[src/rtl/block_plotter_if.sv]
// Command and pixel bus between the snake controller (master) and block_plotter (slave).
// Carries the command valid/ready handshake and the VGA adapter pixel outputs.
interface block_plotter_if;
    logic       cmd_valid;
    logic       cmd_ready;
    logic [1:0] cmd_op;
    logic [7:0] cmd_x;
    logic [6:0] cmd_y;
    logic [2:0] cmd_colour;
    logic [7:0] x;
    logic [6:0] y;
    logic [2:0] colour;
    logic       plot;
    logic       done;

    modport master (
        output cmd_valid, cmd_op, cmd_x, cmd_y, cmd_colour,
        input  cmd_ready, x, y, colour, plot, done
    );

    modport slave (
        input  cmd_valid, cmd_op, cmd_x, cmd_y, cmd_colour,
        output cmd_ready, x, y, colour, plot, done
    );
endinterface

[src/rtl/block_plotter.sv]
// Expands cell draw/erase and full-screen fill commands into a registered stream
// of single-pixel writes for the VGA adapter, one pixel per clock.
module block_plotter #(
    parameter int SCREEN_W = 160,
    parameter int SCREEN_H = 120,
    parameter int BLOCK    = 2
) (
    input logic            clock,
    input logic            reset,
    block_plotter_if.slave bus
);
    localparam logic [1:0] CELL_LAST   = 2'(BLOCK - 1);
    localparam logic [7:0] FILL_X_LAST = 8'(SCREEN_W - 1);
    localparam logic [6:0] FILL_Y_LAST = 7'(SCREEN_H - 1);

    typedef enum logic [1:0] {IDLE, CELL, FILL} state_t;

    state_t     state, state_d;
    logic [1:0] ci, ci_d, cj, cj_d;
    logic [7:0] fx, fx_d;
    logic [6:0] fy, fy_d;
    logic [7:0] bx, bx_d;
    logic [6:0] by, by_d;
    logic [2:0] col, col_d;
    logic [8:0] sx;
    logic [7:0] sy;
    logic       accept;

    logic [7:0] x_p1, x_d;
    logic [6:0] y_p1, y_d;
    logic [2:0] colour_p1, colour_d;
    logic       vld_p1, vld_d;
    logic       done_p1, done_d;

    function automatic logic on_screen(input logic [8:0] px, input logic [7:0] py);
        return (px < 9'(SCREEN_W)) && (py < 8'(SCREEN_H));
    endfunction

    // Erase and clear always paint black regardless of the supplied colour.
    function automatic logic [2:0] latch_colour(input logic [1:0] op, input logic [2:0] c);
        return (op == 2'b01 || op == 2'b10) ? 3'b000 : c;
    endfunction

    assign bus.cmd_ready = (state == IDLE) && !reset;
    assign accept        = bus.cmd_valid && bus.cmd_ready;

    always_comb begin
        state_d  = state;
        ci_d     = ci;
        cj_d     = cj;
        fx_d     = fx;
        fy_d     = fy;
        bx_d     = bx;
        by_d     = by;
        col_d    = col;
        x_d      = x_p1;
        y_d      = y_p1;
        colour_d = colour_p1;
        vld_d    = 1'b0;
        done_d   = 1'b0;
        sx       = {1'b0, bx};
        sy       = {1'b0, by};
        unique case (state)
            IDLE: begin
                if (accept) begin
                    bx_d  = bus.cmd_x;
                    by_d  = bus.cmd_y;
                    col_d = latch_colour(bus.cmd_op, bus.cmd_colour);
                    ci_d  = 2'd0;
                    cj_d  = 2'd0;
                    fx_d  = 8'd0;
                    fy_d  = 7'd0;
                    // The first pixel is issued on the accepting edge itself.
                    if (!bus.cmd_op[1]) begin
                        state_d = CELL;
                        sx      = {1'b0, bus.cmd_x};
                        sy      = {1'b0, bus.cmd_y};
                        if (on_screen(sx, sy)) begin
                            vld_d    = 1'b1;
                            x_d      = sx[7:0];
                            y_d      = sy[6:0];
                            colour_d = col_d;
                        end
                    end else begin
                        state_d  = FILL;
                        vld_d    = 1'b1;
                        x_d      = 8'd0;
                        y_d      = 7'd0;
                        colour_d = col_d;
                    end
                end
            end
            CELL: begin
                if (ci == CELL_LAST && cj == CELL_LAST) begin
                    state_d = IDLE;
                    done_d  = 1'b1;
                end else begin
                    if (ci == CELL_LAST) begin
                        ci_d = 2'd0;
                        cj_d = cj + 2'd1;
                    end else begin
                        ci_d = ci + 2'd1;
                    end
                    sx = {1'b0, bx} + {7'd0, ci_d};
                    sy = {1'b0, by} + {6'd0, cj_d};
                    if (on_screen(sx, sy)) begin
                        vld_d    = 1'b1;
                        x_d      = sx[7:0];
                        y_d      = sy[6:0];
                        colour_d = col;
                    end
                end
            end
            FILL: begin
                if (fx == FILL_X_LAST && fy == FILL_Y_LAST) begin
                    state_d = IDLE;
                    done_d  = 1'b1;
                end else begin
                    if (fx == FILL_X_LAST) begin
                        fx_d = 8'd0;
                        fy_d = fy + 7'd1;
                    end else begin
                        fx_d = fx + 8'd1;
                    end
                    vld_d    = 1'b1;
                    x_d      = fx_d;
                    y_d      = fy_d;
                    colour_d = col;
                end
            end
            default: state_d = IDLE;
        endcase
    end

    // Output stage: p1 registers drive the VGA adapter directly.
    always_ff @(posedge clock) begin
        if (reset) begin
            state     <= IDLE;
            vld_p1    <= 1'b0;
            done_p1   <= 1'b0;
            x_p1      <= 8'd0;
            y_p1      <= 7'd0;
            colour_p1 <= 3'd0;
        end else begin
            state     <= state_d;
            vld_p1    <= vld_d;
            done_p1   <= done_d;
            x_p1      <= x_d;
            y_p1      <= y_d;
            colour_p1 <= colour_d;
        end
    end

    always_ff @(posedge clock) begin
        ci  <= ci_d;
        cj  <= cj_d;
        fx  <= fx_d;
        fy  <= fy_d;
        bx  <= bx_d;
        by  <= by_d;
        col <= col_d;
    end

    assign bus.x      = x_p1;
    assign bus.y      = y_p1;
    assign bus.colour = colour_p1;
    assign bus.plot   = vld_p1;
    assign bus.done   = done_p1;
endmodule

[src/flat_wrapper.sv]
// flat-port wrapper written by rule: the top's interface ports become plain ports
module block_plotter_flat 
#(
    parameter int SCREEN_W = 160,
    parameter int SCREEN_H = 120,
    parameter int BLOCK    = 2
)
  (clock, reset, bus_cmd_valid, bus_cmd_op, bus_cmd_x, bus_cmd_y, bus_cmd_colour, bus_cmd_ready, bus_x, bus_y, bus_colour, bus_plot, bus_done);
  block_plotter_if bus_i ();
  input logic clock;
  input logic reset;
  input wire logic [$bits(bus_i.cmd_valid)-1:0] bus_cmd_valid;
  input wire logic [$bits(bus_i.cmd_op)-1:0] bus_cmd_op;
  input wire logic [$bits(bus_i.cmd_x)-1:0] bus_cmd_x;
  input wire logic [$bits(bus_i.cmd_y)-1:0] bus_cmd_y;
  input wire logic [$bits(bus_i.cmd_colour)-1:0] bus_cmd_colour;
  output wire logic [$bits(bus_i.cmd_ready)-1:0] bus_cmd_ready;
  output wire logic [$bits(bus_i.x)-1:0] bus_x;
  output wire logic [$bits(bus_i.y)-1:0] bus_y;
  output wire logic [$bits(bus_i.colour)-1:0] bus_colour;
  output wire logic [$bits(bus_i.plot)-1:0] bus_plot;
  output wire logic [$bits(bus_i.done)-1:0] bus_done;
  assign bus_i.cmd_valid = bus_cmd_valid;
  assign bus_i.cmd_op = bus_cmd_op;
  assign bus_i.cmd_x = bus_cmd_x;
  assign bus_i.cmd_y = bus_cmd_y;
  assign bus_i.cmd_colour = bus_cmd_colour;
  assign bus_cmd_ready = bus_i.cmd_ready;
  assign bus_x = bus_i.x;
  assign bus_y = bus_i.y;
  assign bus_colour = bus_i.colour;
  assign bus_plot = bus_i.plot;
  assign bus_done = bus_i.done;
  block_plotter #(.SCREEN_W(SCREEN_W), .SCREEN_H(SCREEN_H), .BLOCK(BLOCK)) u_core (.clock(clock), .reset(reset), .bus(bus_i));
endmodule
[config.mk]
export PLATFORM = sky130hd
export DESIGN_NAME = block_plotter_flat
export DESIGN_NICKNAME = d
export VERILOG_FILES = /design/src/rtl/block_plotter_if.sv /design/src/rtl/block_plotter.sv /design/src/flat_wrapper.sv
export SDC_FILE = /design/constraint.sdc
export NUM_CORES = 1
export LEC_CHECK = 0
export BUFFER_PORTS_ARGS = -buffer_cell sky130_fd_sc_hd__buf_2
export CAP_MARGIN = 10
export CORE_UTILIZATION = 46
export DETAILED_ROUTE_END_ITERATION = 12
export PLACE_DENSITY = 0.66
export SYNTH_ARGS = -nofsm -noshare
export SYNTH_HDL_FRONTEND = slang
export SYNTH_SLANG_ARGS = --single-unit
[constraint.sdc]
create_clock -name clock -period 3.95 [get_ports clock]
set_input_delay 0.1975 -clock clock [delete_from_list [all_inputs] [get_ports clock]]
set_output_delay 0.1975 -clock clock [all_outputs]
set_load 0.02 [all_outputs]
; ---- Yosys cells after proc, flatten, opt, wreduce, memory -nomap -nowiden
; Cells that the tools add are included.
[op_classes]
mux = 54
addsub = 6
n_eq_ne = 15
n_lt_le_gt_ge = 4
shifts = 0
mul = 0
bitwise = 0
reduce_logical = 17
div = 0
[ops]
columns = cell, count
row1 = $mux W8, 8
row2 = $mux W7, 8
row3 = $mux W2, 13
row4 = $pmux W8 S3, 1
row5 = $mux W3, 7
row6 = $pmux W7 S3, 1
row7 = $pmux W8 S2, 1
row8 = $pmux W7 S2, 1
row9 = $add A8 B2 Y9, 1
row10 = $lt A9 B8 Y1 const B, 1
row11 = $pmux W3 S3, 1
row12 = $reduce_and A3 Y1, 3
row13 = $add A7 B2 Y8, 1
row14 = $add A8 B1 Y8 const B, 1
row15 = $eq A2 B1 Y1 const B, 4
row16 = $eq A8 B8 Y1 const B, 1
row17 = $lt A8 B7 Y1 const B, 1
row18 = $lt A8 B8 Y1 const B, 1
row19 = $mux W1, 8
row20 = $ne A2 B1 Y1 const B, 4
row21 = $pmux W2 S2, 2
row22 = $add A7 B1 Y7 const B, 1
row23 = $eq A7 B7 Y1 const B, 1
row24 = $lt A7 B7 Y1 const B, 1
row25 = other kinds (15), 24
[word_totals]
latch_bits = 0
output_inout_bits = 21
ram_bits = 0
word_cells = 109
register_bits = 59
n_memories = 0
mem_bits_ro = 0

; ---- Longest topological paths before layout
[logic_depth]
word_depth = 10
depth_mapped = 11

; ---- Least setup slack after synthesis
; OpenSTA, ideal clock, no wires.
[synth_path]
path_kind = flip-flop to flip-flop
startpoint = register u_core.cj[0]
endpoint = register u_core.x_p1[0] (netlist: u_core.bus.x[0])
required_time_ps = 3808
path_slack_ps = 1219
arrival_ps = 2589
period_less_slack_ps = 2731
stages_incl_launch_ff = 11
cell_sequence = edfxtp_1 -> ha_1 -> o21ai_0 -> ha_1 -> a21o_1 -> a211o_1 -> a21oi_1 -> o21ai_2 -> buf_4 -> a21oi_1 -> a211oi_2
[synth_between]
elab_chain_cells = 9
elab_cells_between_ends = 12
cone_classes = add/sub (2) / order compare (1) / eq/ne (3) / mux (3) / reduce/logical (3)
[synth_rtl]
columns = element, line
row1 = "start, declared", block_plotter.sv:19  ; logic [1:0] ci, ci_d, cj, cj_d;
row2 = "start signal, assigned", block_plotter.sv:156  ; cj <= cj_d;
row3 = $add A2 B1 Y2, block_plotter.sv:100  ; cj_d = cj + 2'd1;
row4 = $mux W2, block_plotter.sv:98  ; if (ci == CELL_LAST) begin
row5 = $mux W2, block_plotter.sv:94  ; if (ci == CELL_LAST && cj == CELL_LAST) begin
row6 = $mux W2, block_plotter.sv:63  ; unique case (state)
row7 = $add A7 B2 Y8, block_plotter.sv:105  ; sy = {1'b0, by} + {6'd0, cj_d};
row8 = $lt A8 B7 Y1, block_plotter.sv:36  ; return (px < 9'(SCREEN_W)) && (py < 8'(SCREEN_H));
row9 = $logic_and A1 B1 Y1, block_plotter.sv:36
row10 = $ne A2 B1 Y1 (no source line), --
row11 = $reduce_and A6 Y1 (no source line) *, --
row12 = "end signal, assigned", block_plotter.sv:141  ; x_p1 <= 8'd0;
row13 = "end signal, assigned", block_plotter.sv:148  ; x_p1 <= x_d;
row14 = "end, declared", block_plotter.sv:29  ; logic [7:0] x_p1, x_d;
; Mark *: on every way between the ends. The rest lies on a longest branch, timed or not. The select of a mux whose other input is x is not followed.
; A chain may end at the register's enable or synchronous reset.

; ---- Final worst setup path
[layout_path]
startpoint = register u_core.cj[0]
endpoint = register u_core.y_p1[5] (netlist: u_core.bus.y[5])
[layout_between]
elab_chain_cells = 9
elab_cells_between_ends = 15
cone_classes = add/sub (2) / order compare (1) / eq/ne (3) / mux (6) / reduce/logical (3)
[layout_rtl]
columns = element, line
row1 = $add A2 B1 Y2, block_plotter.sv:100
row2 = $mux W2, block_plotter.sv:98
row3 = $mux W2, block_plotter.sv:94
row4 = $mux W2, block_plotter.sv:63
row5 = $add A7 B2 Y8, block_plotter.sv:105
row6 = $lt A8 B7 Y1, block_plotter.sv:36
row7 = $logic_and A1 B1 Y1, block_plotter.sv:36
row8 = $ne A2 B1 Y1 (no source line), --
row9 = $reduce_and A6 Y1 (no source line), --
row10 = "end signal, assigned", block_plotter.sv:149  ; y_p1 <= y_d;
row11 = "end, declared", block_plotter.sv:30  ; logic [6:0] y_p1, y_d;
; Parallel ways exist; a longest one is shown, timed or not. The select of a mux whose other input is x is not followed.

==> run_results.csv <==
group,metric,value,unit
clock_tree,clock_latency,0.35,ns
yosys,synthArstFlopShare,0,
yosys,netlist.area_leader.share,0.324,
job,maxCapViolCount,0,
routing,vias_per_cell,5.47,
global_route,grt_pass1_wl,11800,um
clock_tree,cts_tree,"done",
cells_and_area,area_delta_synth_final,14.1,%
routing,ant_nets,0,
global_route,grtUsageTotal,0.205,
clock_tree,htree_levels,3,
power,leakagePower,0.00153,uW
yosys,syn_area,3430,um2
cells_and_area,n_antenna_cell,0,
critical_path,arrival,3.35,ns
clock_tree,cts_resized,0,
clock_tree,clock-sinks,59,
clock_tree,clockBufferDepth,2,
sta,fin_crit,3.09,ns
yosys,synth-seq-area-share,0.453,
sta,skew,0.0107,ns
yosys,syn_nets,352,
placement,portBuffers,43,
cells_and_area,final_core_util,0.542,
yosys,synth.most_common_cell,"edfxtp_1",
critical_path,critPathKind,"register to register",
yosys,synth.distinct_cells,55,
global_route,grt_pass1_vias,2320,
sta,whs,0.0304,ns
yosys,synth_top_area_cell,"edfxtp_1",
sta,rsz0062_at_grt,"no",
critical_path,r2r_setup_slack,0.86,ns
clock_tree,clkTransAtPathRegs,0.08,ns
clock_tree,numCtsBuffers,9,
sta,setup_violations,0,
sta,drv_slew,0,
sta,worstMarginPinSlew,0.936,ns
global_route,antenna_found_initial,0,
placement,place_inst,444,
clock_tree,cts_hold_buf,0,
critical_path,crit_fanout,18,
floorplanning,core-area,7210,um2
cells_and_area,layout-drive-gt1-share,0.233,
yosys,syn_avg_cell_area,10.8,um2
sta,fin_crit_sh,0.781,
routing,drt-total-wl,7330,um
critical_path,start_kind,"register",
floorplanning,row_count,31,
sta,relSlewSlack,0.376,
routing,vias,2514,
power,power_density,581,nW/um2
yosys,synth_edf_count,37,
routing,wire_per_inst,15.9,um
routing,first_pass_iters,4,
critical_path,worstPathRequired,4.22,ns
clock_tree,cts-root-buf,"clkbuf_8",
min_path,hold_path_class,"primary input to register",
critical_path,r2r_end,"u_core.bus.y[5]$_SDFFE_PP0P_",
yosys,ys_ff_latch,59,
placement,place.gp.congestion,0.776,
critical_path,crit_path_end_kind,"register",
routing,drt-initial-drc-count,98,
cells_and_area,nNetsFinal,392,
yosys,ys_top_cells_by_area,"edfxtp_1, dfxtp_1, xnor2_1, a211oi_2, ha_1",
sta,fin_setup_tns,0,ns
yosys,yosys_most_used_dff,"edfxtp_1",
clock_tree,post_cts_buffers,0,
yosys,synth_warnings,0,
global_route,grt_start_max_net_pins,25,
floorplanning,dieHeight,88.3,um
sta,hold_viol,0,
routing,drc,0,
critical_path,r2r_cells,9,
sta,fmax,324,MHz
yosys,syn_inst,316,
critical_path,setup.worst_path.start,"u_core.cj[0]$_SDFFCE_PN0P_",
critical_path,worstSetupEndpoint,"u_core.bus.y[5]$_SDFFE_PP0P_",
floorplanning,ios,44,
placement,hpwl,5370,um
yosys,synth_commonest_cells,"edfxtp_1, dfxtp_1, nand2_1",
floorplanning,die_x,88.3,um
critical_path,r2r_start,"u_core.cj[0]$_SDFFCE_PN0P_",
cells_and_area,stdcell_count,460,
floorplanning,start_util,0.475,
power,ir_drop,0.398,mV
global_route,grt_remaining_overflow,0,
floorplanning,die_area,7800,um2
outcome,status,"finished clean",
==> cell families after synthesis <==
kind of cell	Yosys count	synth area share
AOI/OAI and AO/OA	91	0.209
muxes	2	0.00620
buffers and inverters	25	0.0376
and+or+nand+nor	103	0.184
xor gates and xnor gates	23	0.0588
DFF	59	0.453
adders and majority gates	13	0.0518
==> power by group <==
group          leakage (uW)  total [uW]  internal (uW)  switching [uW]
logic              0.000882         748            290             458
registers          0.000537         901            800             100
clock network      0.000110         623            359             263
total               0.00153        2270           1450             822
==> worst max-delay path: stages, from the launching register on <==
cell	delay, ns
edfxtp_1	0.42
ha_1	0.31
o21ai_0	0.37
ha_1	0.30
a21o_1	0.19
a32oi_1	0.20
a21oi_1	0.14
o21ai_2	0.62
a21oi_1	0.20
a211oi_2	0.25
==> stage by stage <==
stage	power [uW]	setup WS, ns	cell area [um2]
5_1_grt	2400	0.564	3910
4_1_cts	2290	0.838	3910
3_3_place_gp	1640	1.02	3690
6_report	2270	0.864	3910
3_5_place_dp	1660	0.860	3690
2_1_floorplan	1470	1.22	3430
==> layout make-up <==
cell class / count / area (um2)
Multi-Input combinational cell: 232 / 1750
Clock buffer: 9 / 124
Inverter: 9 / 33.8
Sequential cell: 59 / 1550
Tap cell: 99 / 124
Clock inverter: 7 / 100
Fill cell: 655 / 3300
Timing Repair Buffer: 45 / 230
==> registers in the layout, indices dropped and copies added, names as in the netlist <==
signal / flops
u_core.cj: 2
u_core.fx: 8
u_core.bus.x: 8
u_core.ci: 2
u_core.col: 3
u_core.bx: 8
u_core.bus.done: 1
u_core.bus.plot: 1
u_core.fy: 7
u_core.bus.colour: 3
u_core.state: 2
u_core.bus.y: 7
u_core.by: 7
==> cells in the final DEF (no fill, tap or decap), types with 2 or more instances in the layout <==
cell,synthesis,layout
buf_2,1,43
edfxtp_1,37,37
dfxtp_1,22,22
nand2_1,21,21
a21oi_1,20,20
xnor2_1,16,16
and2_1,16,16
a22oi_1,14,14
nand3_1,13,13
nor2_1,13,13
a211oi_2,11,11
ha_1,11,11
nor2b_1,10,10
a21o_1,10,10
inv_1,9,9
clkbuf_8,0,9
o21ai_0,7,7
a22o_1,7,7
xor2_1,7,7
nand2b_1,5,5
nand4_1,5,5
a211oi_1,5,5
o21a_1,3,3
and3_1,3,3
a311oi_1,3,3
nor3_1,3,3
nor4_4,2,2
nor3b_1,2,2
fa_1,2,2
bufinv_16,0,2
clkinv_4,0,2
buf_4,4,2
==> metal layers <==
| layer | GRT usage | vias to the layer above | share of wire |
|---|---|---|---|
| li1 | - | 1262 | - |
| met1 | 0.291 | 1185 | 0.49 |
| met2 | 0.303 | 53 | 0.46 |
| met3 | 0.0429 | 14 | 0.038 |
| met4 | 0.0924 | 0 | 0.018 |
| met5 | 0 | - | 0 |
==> how the worst min path moves through the flow <==
stage / cells after the start / slack (ns) / to / start
after floorplan: 1 / 0.27 / u_core.bus.colour[1]$_SDFFE_PP0P_ / reset
after global placement: 1 / 0.39 / u_core.by[1]$_DFFE_PP_ / bus_cmd_y[1]
after detailed placement: 1 / 0.39 / u_core.bx[4]$_DFFE_PP_ / bus_cmd_x[4]
after CTS: 1 / 0.02 / u_core.bx[4]$_DFFE_PP_ / bus_cmd_x[4]
after global routing: 1 / 0.02 / u_core.bx[4]$_DFFE_PP_ / bus_cmd_x[4]
final: 1 / 0.03 / u_core.bx[2]$_DFFE_PP_ / bus_cmd_x[2]
Note: power is estimated with default switching activity, not from simulation.
